--- src/rtl/jk_from_t_reg_pkg.sv ---
// Shared types and mode encodings for the JK-from-T register bank.
// Imported by the top level; the T cell itself needs nothing from it.
package jk_from_t_reg_pkg;

  typedef enum logic [1:0] {
    MODE_JK   = 2'b00,
    MODE_UP   = 2'b01,
    MODE_DN   = 2'b10,
    MODE_HOLD = 2'b11
  } mode_t;

  localparam int WIDTH_MIN = 1;
  localparam int WIDTH_MAX = 16;

  // JK-to-T excitation for one bit.
  // Toggle when J sets a 0 or K clears a 1.
  function automatic logic jk_to_t(
    input logic j,
    input logic k,
    input logic q
  );
    return (j & ~q) | (k & q);
  endfunction

endpackage

--- src/rtl/jk_from_t_reg_t_ff_cell.sv ---
// Single T flip-flop with synchronous active-high reset.
// Ports: clk, rst, T (toggle request), Q (state).
module t_ff_cell (
  input  logic clk,
  input  logic rst,
  input  logic T,
  output logic Q
);

  always_ff @(posedge clk) begin
    if (rst) Q <= 1'b0;
    else     Q <= Q ^ T;
  end

endmodule

--- src/rtl/jk_from_t_reg.sv ---
// WIDTH-bit JK register / up-down counter built on T flip-flops.
// Ports: clk, rst, en, load, mode, J, K, d -> Q, Qn, tc.
module jk_from_t_reg
  import jk_from_t_reg_pkg::*;
#(
  parameter int WIDTH = 4
) (
  input  logic             clk,
  input  logic             rst,
  input  logic             en,
  input  logic             load,
  input  logic [1:0]       mode,
  input  logic [WIDTH-1:0] J,
  input  logic [WIDTH-1:0] K,
  input  logic [WIDTH-1:0] d,
  output logic [WIDTH-1:0] Q,
  output logic [WIDTH-1:0] Qn,
  output logic             tc
);

  mode_t            m;
  logic [WIDTH-1:0] t;
  logic [WIDTH-1:0] t_jk;
  logic [WIDTH-1:0] up_c;
  logic [WIDTH-1:0] dn_c;

  assign m = mode_t'(mode);

  // Ripple toggle chains: bit i flips when all
  // lower bits are 1 (up) or all are 0 (down).
  always_comb begin
    up_c    = '0;
    dn_c    = '0;
    up_c[0] = 1'b1;
    dn_c[0] = 1'b1;
    for (int i = 1; i < WIDTH; i++) begin
      up_c[i] = up_c[i-1] & Q[i-1];
      dn_c[i] = dn_c[i-1] & ~Q[i-1];
    end
  end

  always_comb begin
    t_jk = '0;
    for (int i = 0; i < WIDTH; i++)
      t_jk[i] = jk_to_t(J[i], K[i], Q[i]);
  end

  // rst is handled inside each cell, so here
  // only en > load > mode matters.
  always_comb begin
    t = '0;
    if (!en) begin
      t = '0;
    end else if (load) begin
      t = Q ^ d;
    end else begin
      unique case (m)
        MODE_JK:   t = t_jk;
        MODE_UP:   t = up_c;
        MODE_DN:   t = dn_c;
        MODE_HOLD: t = '0;
      endcase
    end
  end

  for (genvar g = 0; g < WIDTH; g++) begin : g_cell
    t_ff_cell u_cell (
      .clk (clk),
      .rst (rst),
      .T   (t[g]),
      .Q   (Q[g])
    );
  end

  assign Qn = ~Q;

  assign tc = en & ~load &
              (((m == MODE_UP) & (&Q)) |
               ((m == MODE_DN) & ~(|Q)));

endmodule

--- config.mk ---
export PLATFORM = sky130hd
export DESIGN_NAME = jk_from_t_reg
export DESIGN_NICKNAME = d
export VERILOG_FILES = /design/src/rtl/jk_from_t_reg_pkg.sv /design/src/rtl/jk_from_t_reg_t_ff_cell.sv /design/src/rtl/jk_from_t_reg.sv
export SDC_FILE = /design/constraint.sdc
export NUM_CORES = 1
export LEC_CHECK = 0
export ABC_AREA = 1
export BUFFER_PORTS_ARGS = -buffer_cell sky130_fd_sc_hd__buf_2
export CAP_MARGIN = 10
export CORE_AREA = 2 2 39 41
export DETAILED_ROUTE_END_ITERATION = 6
export DIE_AREA = 0 0 41 43
export HOLD_SLACK_MARGIN = 0.05
export PLACE_DENSITY_LB_ADDON = 0.3
export SYNTH_ARGS = -nofsm -noshare
export SYNTH_HDL_FRONTEND = slang
export SYNTH_HIERARCHICAL = 1
export SYNTH_SLANG_ARGS = --single-unit
--- constraint.sdc ---
create_clock -name clk -period 1.57 [get_ports clk]
set_input_delay 0.0785 -clock clk [delete_from_list [all_inputs] [get_ports clk]]
set_output_delay 0.0785 -clock clk [all_outputs]
set_load 0.02 [all_outputs]
==> flow_summary.yaml, run 1 <==
detailed_routing:
  drtIter0Drc: 6
  drtPass1Iterations: 4
  post-route-drc-count: 0
  via_count: 576
  antenna_left: 0
  wire_per_inst_um: 8.79
  routed_wl_um: 1110
  drt-vias-per-instance: 4.57
layout:
  largest_registers: "g_cell.u_cell/Q: 4 flops"
  most-common-layout-cells: "26 x buf_2, 23 x nand2_1, 14 x nor2_1, 11 x inv_1, 8 x nand3_1"
  fin_nets: 133
  drive_gt1_share_pct: 28.2
  num_antenna_cells: 0
  largest_reg_flops: 4
  n_fill_cell: 165
  post-route-util_pct: 44.0
  mostFrequentLayoutCell: "buf_2"
  regMostFlops: "g_cell.u_cell/Q"
  synthToLayoutAreaGrowth_pct: 39.5
outcome:
  status: "finished, final reports clean"
floorplan:
  die_y_um: 43
  initial_core_util_pct: 31.6
  io_pins: 27
  die_area_sq_mm: 0.00176
  die_x_um: 41
  coreArea_sq_mm: 0.00138
  rows: 14
power:
  power_density_mw_per_mm2: 689
  switching_share_pct: 37.1
  p_sw_uw: 156
  p_seq_share_pct: 31.6
  comb_power_share_pct: 38.8
  intPower_uw: 264
  ir_drop_mv: 0.393
  p_leak_nw: 0.353
  clockPowerShare_pct: 29.5
clock_tree:
  htree_levels: 1
  insertion_delay_ps: 230
  post-cts-setup-buffer-count: 0
  cts-root-buf: "clkbuf_4"
  clockBufferDepth: 2
  ctsResizeCount: 0
  cts_tree: "done"
  path_clk_slew_ps: 40
  hold_buffers: 0
  numClockSinks: 4
  cts-buffers-inserted: 3
synth:
  synthCells: 81
  synth_cell_type_count: 12
  synth_nets: 102
  avgSynthCellArea_sq_um: 5.39
  yosysWarnings: 6
  synth-seq-area-share_pct: 18.3
  syn-cell-area_sq_um: 437
  synth-seq-cells: 4
worst_setup_path:
  slowest_stage: "dfxtp_1"
  path_buf_inv: 1
  cp.required_ps: 1490
  cp-end-kind: "output port"
  r2r_start: "g_cell[1].u_cell/Q$_SDFF_PP0_"
  arrival_ps: 1320
  critPathLaunchType: "flop"
  cpLargestDelayFamily: "simple AND/OR/NAND/NOR gates"
  path_max_fanout: 9
  startpoint: "g_cell[0].u_cell/Q$_SDFF_PP0_"
  path_cells: "nor2_1 -> nand3_1 -> nand2_1 -> nand3_1 -> a21oi_1 -> buf_2"
  worst_path_most_repeated_cell: "nand3_1"
  path_class: "flop to output port"
  crit_path_max_incr_delay_ps: 380
global_routing:
  antenna_found_initial: 0
  grt_overflow: 0
  grt_start_max_net_pins: 10
  grt_pass1_vias: 455
  grtUsageTotal_pct: 15.2
  grt_first_pass_wirelength_um: 1790
timing:
  fmax_mhz: 713
  finalMaxSlewViolations: 0
  fin_skew_ps: 2.05
  worst_slew_pin_slew_ps: 280
  post-route-min-period_ps: 1400
  setup_tns_ps: 0
  maxSlewHeadroom_pct: 81.3
  rsz0062_at_grt: "false"
  fin_crit_sh_pct: 89.4
  setup_viol: 0
  final_hold_viol_count: 0
run:
  cap_violations: 0
placement:
  portBuffers: 26
  gp_congestion: 0.710
  hpwl_um: 943
worst_hold_path:
  hold_path_startpoint: "rst"
  hold_class: "input pin to flop"
cell families (layout without fill, tap and decap cells):
kind of cell	count (synthesis)	after routing	share of synthesized area, %
buf+inv	13	42	11.2
compound gates	11	11	12.6
flops	4	4	18.3
simple gates	48	48	45.3
xor+xnor	2	2	4.01
fa+ha+maj	3	3	8.60
Yosys cell counts:
cell     count  share of area, %
inv_1       11               9.5
dfxtp_1      4                18
or2_1        2               2.9
nand2_1     23                20
nand4_1      1               1.4
xor2_1       2               4.0
inv_2        2               1.7
ha_1         3               8.6
nand3_1      8               9.2
nor2_1      14                12
o21ai_0      5               5.7
a21oi_1      6               6.9
final timing paths:
check	depth (start not counted)	endpoint	slack [ps]
setup reg to reg	8	g_cell[1].u_cell/Q$_SDFF_PP0_	270
setup / recovery	6	tc	170
hold reg to reg	2	g_cell[3].u_cell/Q$_SDFF_PP0_	560
hold / removal	4	g_cell[2].u_cell/Q$_SDFF_PP0_	120
power groups by stage:
stage | Clock (mW) | Sequential (mW) | Combinational [mW]
finish | 0.124 | 0.133 | 0.163
global route | 0.140 | 0.135 | 0.189
detailed placement | 0 | 0.134 | 0.164
CTS | 0.134 | 0.133 | 0.165
floorplan | 0 | 0.143 | 0.0930
global placement | 0 | 0.133 | 0.164
layer usage:
layer / part of all wire, % / wire length, um / global-route usage (%) / up-vias
met5: 0 / 0 / 0 / -
met4: 0.72 / 8 / 12.0 / 0
met1: 45 / 494 / 19.0 / 248
li1: - / - / - / 314
met3: 5.1 / 56 / 3.14 / 2
met2: 50 / 549 / 21.3 / 12
stage by stage:
stage / hold WS, ps / worst slack (ps) / total power, mW / instance area, sq um / cells
after floorplan: 222 / 212 / 0.236 / 437 / 81
after global placement: 369 / 309 / 0.297 / 587 / 123
after detailed placement: 369 / 292 / 0.299 / 587 / 123
after CTS: 117 / 153 / 0.431 / 609 / 126
after global routing: 138 / 21.9 / 0.464 / 609 / 126
final: 124 / 167 / 0.420 / 609 / 126
layout make-up:
type	instances	area, sq um	share of cell area (%)
repair buffers	26	130	21.4
well taps	16	20.0	3.29
inverters	13	48.8	8.01
multi-input cells	64	308	50.5
flip-flops and latches	4	80.1	13.1
clock buffers	3	22.5	3.70
tightest hold or removal path, delay by kind of cell:
kind	cells	cell delay, ps
buf+inv	2	150
simple gates	2	80
No activity file was read; power rests on OpenSTA's default activity.
==> run 2, diff against run 1 <==
--- a/config.mk
+++ b/config.mk
@@ -5,7 +5,6 @@
 export SDC_FILE = /design/constraint.sdc
 export NUM_CORES = 1
 export LEC_CHECK = 0
-export ABC_AREA = 1
 export BUFFER_PORTS_ARGS = -buffer_cell sky130_fd_sc_hd__buf_2
 export CAP_MARGIN = 10
 export CORE_AREA = 2 2 39 41
==> flow_summary.yaml, run 2 <==
detailed_routing:
  drtIter0Drc: 4
  via_count: 476
  post-route-drc-count: 0
  drtPass1Iterations: 4
  wire_per_inst_um: 10.2
  routed_wl_um: 1020
  drt-vias-per-instance: 4.76
  antenna_left: 0
synth:
  yosysTopAreaCellShare_pct: 18.3
  synth_cell_type_count: 24
  synth_ff_type: "dfxtp_1"
  synth_nets: 77
  synth-seq-area-share_pct: 18.3
  synth_edf_count: 0
  synth-seq-cells: 4
  synthCells: 56
  synthTopCellsByArea: "dfxtp_1 18%, mux2i_1 9.1%, ha_1 8.6%, xnor2_1 8.0%, inv_1 6.9%"
  yosysWarnings: 6
  yosysMostFrequentCell: "inv_1"
  avgSynthCellArea_sq_um: 7.82
  async_flop_share_pct: 0
  synthTopCellsByCount: "8 x inv_1, 6 x nor2_1, 4 x dfxtp_1, 4 x mux2i_1, 4 x xnor2_1"
  syn-cell-area_sq_um: 438
  synth_top_area_cell: "dfxtp_1"
layout:
  seqCellArea_sq_um: 83.8
  drive_gt1_share_pct: 45.2
  largest_registers: "g_cell.u_cell/Q: 4 flops"
  n_fill_cell: 142
  multi_input_area_sq_um: 327
  regMostFlops: "g_cell.u_cell/Q"
  final_area_sq_um: 626
  synthToLayoutAreaGrowth_pct: 42.9
  largest_reg_flops: 4
  mostFrequentLayoutCell: "buf_2"
  num_antenna_cells: 0
  most-common-layout-cells: "25 x buf_2, 8 x inv_1, 6 x nor2_1, 4 x mux2i_1, 4 x xnor2_1"
  fin_nets: 107
clock_tree:
  numClockSinks: 4
  insertion_delay_ps: 230
  clockBufferDepth: 2
  cts-buffers-inserted: 3
  post-cts-setup-buffer-count: 0
  path_clk_slew_ps: 40
  cts_tree: "done"
  cts-root-buf: "clkbuf_4"
  htree_levels: 1
global_routing:
  met2_usage_pct: 20.3
  grt_first_pass_wirelength_um: 1570
  use_met3_pct: 4.71
  grt_use_met1_pct: 16.3
  gr-max-usage-layer: "met2"
  grt_overflow: 0
  grt_pass1_vias: 408
  grt_start_max_net_pins: 12
  grtUsageTotal_pct: 12.8
  antenna_found_initial: 0
timing:
  post-route-min-period_ps: 1510
  final_hold_viol_count: 0
  fmax_mhz: 660
  rsz0062_at_grt: "false"
  finalMaxSlewViolations: 0
  fin_skew_ps: 0.280
  hold_ws_ps: 320
  worst_slew_pin_slew_ps: 347
  setup_tns_ps: 0
  fin_crit_sh_pct: 96.4
  maxSlewHeadroom_pct: 76.6
  setup_viol: 0
outcome:
  status: "finished, final reports clean"
power:
  power_density_mw_per_mm2: 789
  ir_drop_mv: 0.507
  p_leak_nw: 0.289
worst_setup_path:
  path_class: "flop to output port"
  path_max_fanout: 7
  critPathLaunchType: "flop"
  arrival_ps: 1440
  rrSetupSlack_ps: 280
  r2r_start: "g_cell[1].u_cell/Q$_SDFF_PP0_"
  reg2reg_depth: 5
  r2r_end: "g_cell[3].u_cell/Q$_SDFF_PP0_"
  cp.required_ps: 1490
  cp-end-kind: "output port"
floorplan:
  initial_core_util_pct: 31.6
  die_area_sq_mm: 0.00176
  io_pins: 27
  die_y_um: 43
  die_x_um: 41
  rows: 14
  coreArea_sq_mm: 0.00138
worst_hold_path:
  hold_class: "input pin to flop"
  whs_endpoint: "g_cell[1].u_cell/Q$_SDFF_PP0_"
  hold_path_startpoint: "en"
  min_delay_path_depth: 5
placement:
  place_area_sq_um: 572
  hpwl_um: 863
  gp_congestion: 0.776
  portBuffers: 26
run:
  cap_violations: 0
run 2: cell types whose count changed after synthesis, moves of 3 or more:
cell      change
a21oi_1       -5
inv_1         -3
mux2i_1       +4
nand2_1      -21
nand2b_1      +3
nand3_1       -5
nor2_1        -8
o21ai_0       -5
xnor2_1       +4
run 2: repair_timing:
| action | 4_1_cts | 5_1_grt |
|---|---|---|
| endpoints found under the hold margin | 1 | 0 |
| hold buffers | 1 | 0 |
| gates resized for setup | 5 | 2 |
| endpoints found under the setup margin | 1 | 1 |
| pin swaps | 0 | 0 |
run 2: worst max-delay path by stage:
stage / startpoint / endpoint / slack [ps]
final: g_cell[1].u_cell/Q$_SDFF_PP0_ / tc / 60
after floorplan: g_cell[0].u_cell/Q$_SDFF_PP0_ / tc / 70
after global routing: g_cell[1].u_cell/Q$_SDFF_PP0_ / tc / 3
after global placement: mode[0] / g_cell[2].u_cell/Q$_SDFF_PP0_ / 90
after detailed placement: mode[0] / g_cell[2].u_cell/Q$_SDFF_PP0_ / 60
after CTS: g_cell[1].u_cell/Q$_SDFF_PP0_ / tc / 30
run 2: per-layer routing:
layer  up-vias  wire length, um  share of wire, %
li1        255                -                 -
met1       207              477                47
met2        14              487                48
met3         0               57               5.6
met4         0                0                 0
met5         -                0                 0
run 2: worst max-delay path: stages (launching register included):
cell,delay (ps)
dfxtp_2,350
nand2b_4,160
or4_4,410
a21oi_2,140
buf_4,150
run 2: metrics by stage:
step / std cells / setup WS, ps / total power [mW] / utilization, %
after global placement: 96 / 88.6 / 0.354 / 41.3
after floorplan: 56 / 72.3 / 0.293 / -
after detailed placement: 96 / 63.2 / 0.357 / 41.3
final: 100 / 56.0 / 0.494 / 45.2
after CTS: 100 / 28.7 / 0.495 / 44.7
after global routing: 100 / 2.92 / 0.532 / 45.2
run 2: power by group:
group	switching (mW)	internal (mW)	total, mW
Combinational	0.107	0.103	0.210
Clock	0.0400	0.0854	0.125
Sequential	0.0375	0.120	0.158
Total	0.184	0.309	0.494
run 2: kinds of logic (layout without fill, tap and decap cells):
| logic type | after synthesis | after routing | share of synthesized area, % |
|---|---|---|---|
| xor gates and xnor gates | 7 | 7 | 14.0 |
| adders and majority gates | 3 | 3 | 8.57 |
| muxes | 4 | 4 | 9.14 |
| AOI/OAI and AO/OA | 10 | 10 | 18.9 |
| and+or+nand+nor | 18 | 18 | 20.6 |
| buffers and inverters | 10 | 38 | 10.6 |
| DFF | 4 | 4 | 18.3 |
run 2: cell type report:
cell class,count,area share [%]
flip-flops and latches,4,13.4
clock buffers,3,3.60
well taps,16,3.20
inverters,8,4.80
repair buffers,27,22.8
multi-input cells,42,52.2
==> run 3, diff against run 2 <==
--- a/config.mk
+++ b/config.mk
@@ -12,6 +12,7 @@
 export DIE_AREA = 0 0 41 43
 export HOLD_SLACK_MARGIN = 0.05
 export PLACE_DENSITY_LB_ADDON = 0.3
+export REMOVE_ABC_BUFFERS = 1
 export SYNTH_ARGS = -nofsm -noshare
 export SYNTH_HDL_FRONTEND = slang
 export SYNTH_HIERARCHICAL = 1
==> flow_summary.yaml, run 3 (same netlist as run 2, synthesis figures left out) <==
floorplan:
  rows: 14
  die_y_um: 43
  coreArea_sq_mm: 0.00138
  io_pins: 27
  die_area_sq_mm: 0.00176
  die_x_um: 41
  initial_core_util_pct: 31.6
detailed_routing:
  drtPass1Iterations: 5
  routed_wl_um: 1090
  via_count: 488
  antenna_left: 0
  drtIter0Drc: 10
  post-route-drc-count: 0
  wire_per_inst_um: 10.9
  drt-vias-per-instance: 4.88
worst_setup_path:
  arrival_ps: 1440
  crit_path_max_incr_delay_ps: 410
  path_max_fanout: 7
  path_buf_inv: 1
  cp-end-kind: "output port"
  path_class: "flop to output port"
  path_cells: "nand2b_4 -> or4_4 -> a21oi_2 -> buf_4"
  cp.required_ps: 1490
  critPathLaunchType: "flop"
  startpoint: "g_cell[1].u_cell/Q$_SDFF_PP0_"
  cpLargestDelayFamily: "simple AND/OR/NAND/NOR gates"
  slowest_stage: "or4_4"
  r2r_start: "g_cell[1].u_cell/Q$_SDFF_PP0_"
layout:
  drive_gt1_share_pct: 46.4
  largest_reg_flops: 4
  num_antenna_cells: 0
  synthToLayoutAreaGrowth_pct: 42.9
  largest_registers: "g_cell.u_cell/Q: 4 flops"
  mostFrequentLayoutCell: "buf_2"
  most-common-layout-cells: "25 x buf_2, 8 x inv_1, 6 x nor2_1, 4 x mux2i_1, 4 x xnor2_1"
  regMostFlops: "g_cell.u_cell/Q"
  n_fill_cell: 150
  fin_nets: 107
outcome:
  status: "finished, final reports clean"
timing:
  setup_tns_ps: 0
  post-route-min-period_ps: 1520
  rsz0062_at_grt: "false"
  fin_skew_ps: 1.91
  fmax_mhz: 658
  final_hold_viol_count: 0
  fin_crit_sh_pct: 96.8
  setup_viol: 0
  finalMaxSlewViolations: 0
  maxSlewHeadroom_pct: 77.7
  hold_ws_ps: 57.6
  worst_slew_pin_slew_ps: 330
clock_tree:
  path_clk_slew_ps: 40
  post-cts-setup-buffer-count: 0
  insertion_delay_ps: 230
  numClockSinks: 4
  cts-root-buf: "clkbuf_4"
  cts_tree: "done"
  cts-buffers-inserted: 3
  clockBufferDepth: 2
  htree_levels: 1
global_routing:
  grt_overflow: 0
  grt_first_pass_wirelength_um: 1810
  grtUsageTotal_pct: 14.9
  grt_pass1_vias: 470
  antenna_found_initial: 0
  grt_start_max_net_pins: 11
power:
  ir_drop_mv: 0.262
  p_leak_nw: 0.291
  power_density_mw_per_mm2: 793
placement:
  portBuffers: 26
  gp_congestion: 0.761
  hpwl_um: 897
worst_hold_path:
  hold_class: "input pin to flop"
  hold_path_startpoint: "rst"
run:
  cap_violations: 0
## run 3: cell count changes in the layout (fill, tap and decap cells not counted), sizes merged
cell,before,now
dlygate4sd3,1,0
buf,26,27
## run 3: what timing repair did
action,in CTS,in global routing
hold buffers,0,0
setup endpoints to repair,1,1
pin swaps,0,1
resized for setup,5,3
cloned,0,0
## run 3: metal layers
layer	GRT usage, %	wire (um)	vias up	share of wire [%]
met5	0	0	-	0
met4	6.00	0	0	0
met3	4.71	71	0	6.5
met2	25.0	578	17	53
met1	16.3	435	219	40
li1	-	-	252	-
## run 3: worst reg2reg max path, stage by stage, from the launching register on
cell and delay [ps]:
dfxtp_4 360, nand2b_4 150, o31a_2 280, o221ai_1 230, xnor2_1 150, nor2_1 50
## run 3: final timing paths
kind	end	slack (ps)	depth (start not counted)
max	tc	50	4
min	g_cell[2].u_cell/Q$_SDFF_PP0_	60	2
max reg2reg	g_cell[3].u_cell/Q$_SDFF_PP0_	260	5
min reg2reg	g_cell[1].u_cell/Q$_SDFF_PP0_	560	2
## run 3: layout make-up
type                            count  area (sq um)  area share, %
Clock buffer                        3          22.5           3.60
Sequential cell                     4          86.3           13.8
Timing Repair Buffer               27           140           22.4
Multi-Input combinational cell     42           327           52.2
Inverter                            8          30.0           4.80
Tap cell                           16          20.0           3.20
## run 3: report_power, final
group | internal, mW | total [mW] | switching (mW)
clock | 0.0852 | 0.122 | 0.0373
sequential | 0.121 | 0.155 | 0.0337
combinational | 0.107 | 0.219 | 0.113
total | 0.313 | 0.496 | 0.184
## run 3: stage by stage
| stage | util, % | cell area [sq um] | std cells | worst slack [ps] | power (mW) |
|---|---|---|---|---|---|
| 3_3_place_gp | 41.9 | 579 | 97 | 131 | 0.361 |
| 3_5_place_dp | 41.9 | 579 | 97 | 120 | 0.364 |
| 5_1_grt | 45.2 | 626 | 100 | 10.4 | 0.544 |
| 6_report | 45.2 | 626 | 100 | 49.9 | 0.496 |
| 2_1_floorplan | - | 422 | 54 | 68.0 | 0.281 |
| 4_1_cts | 44.7 | 618 | 100 | 3.22 | 0.501 |
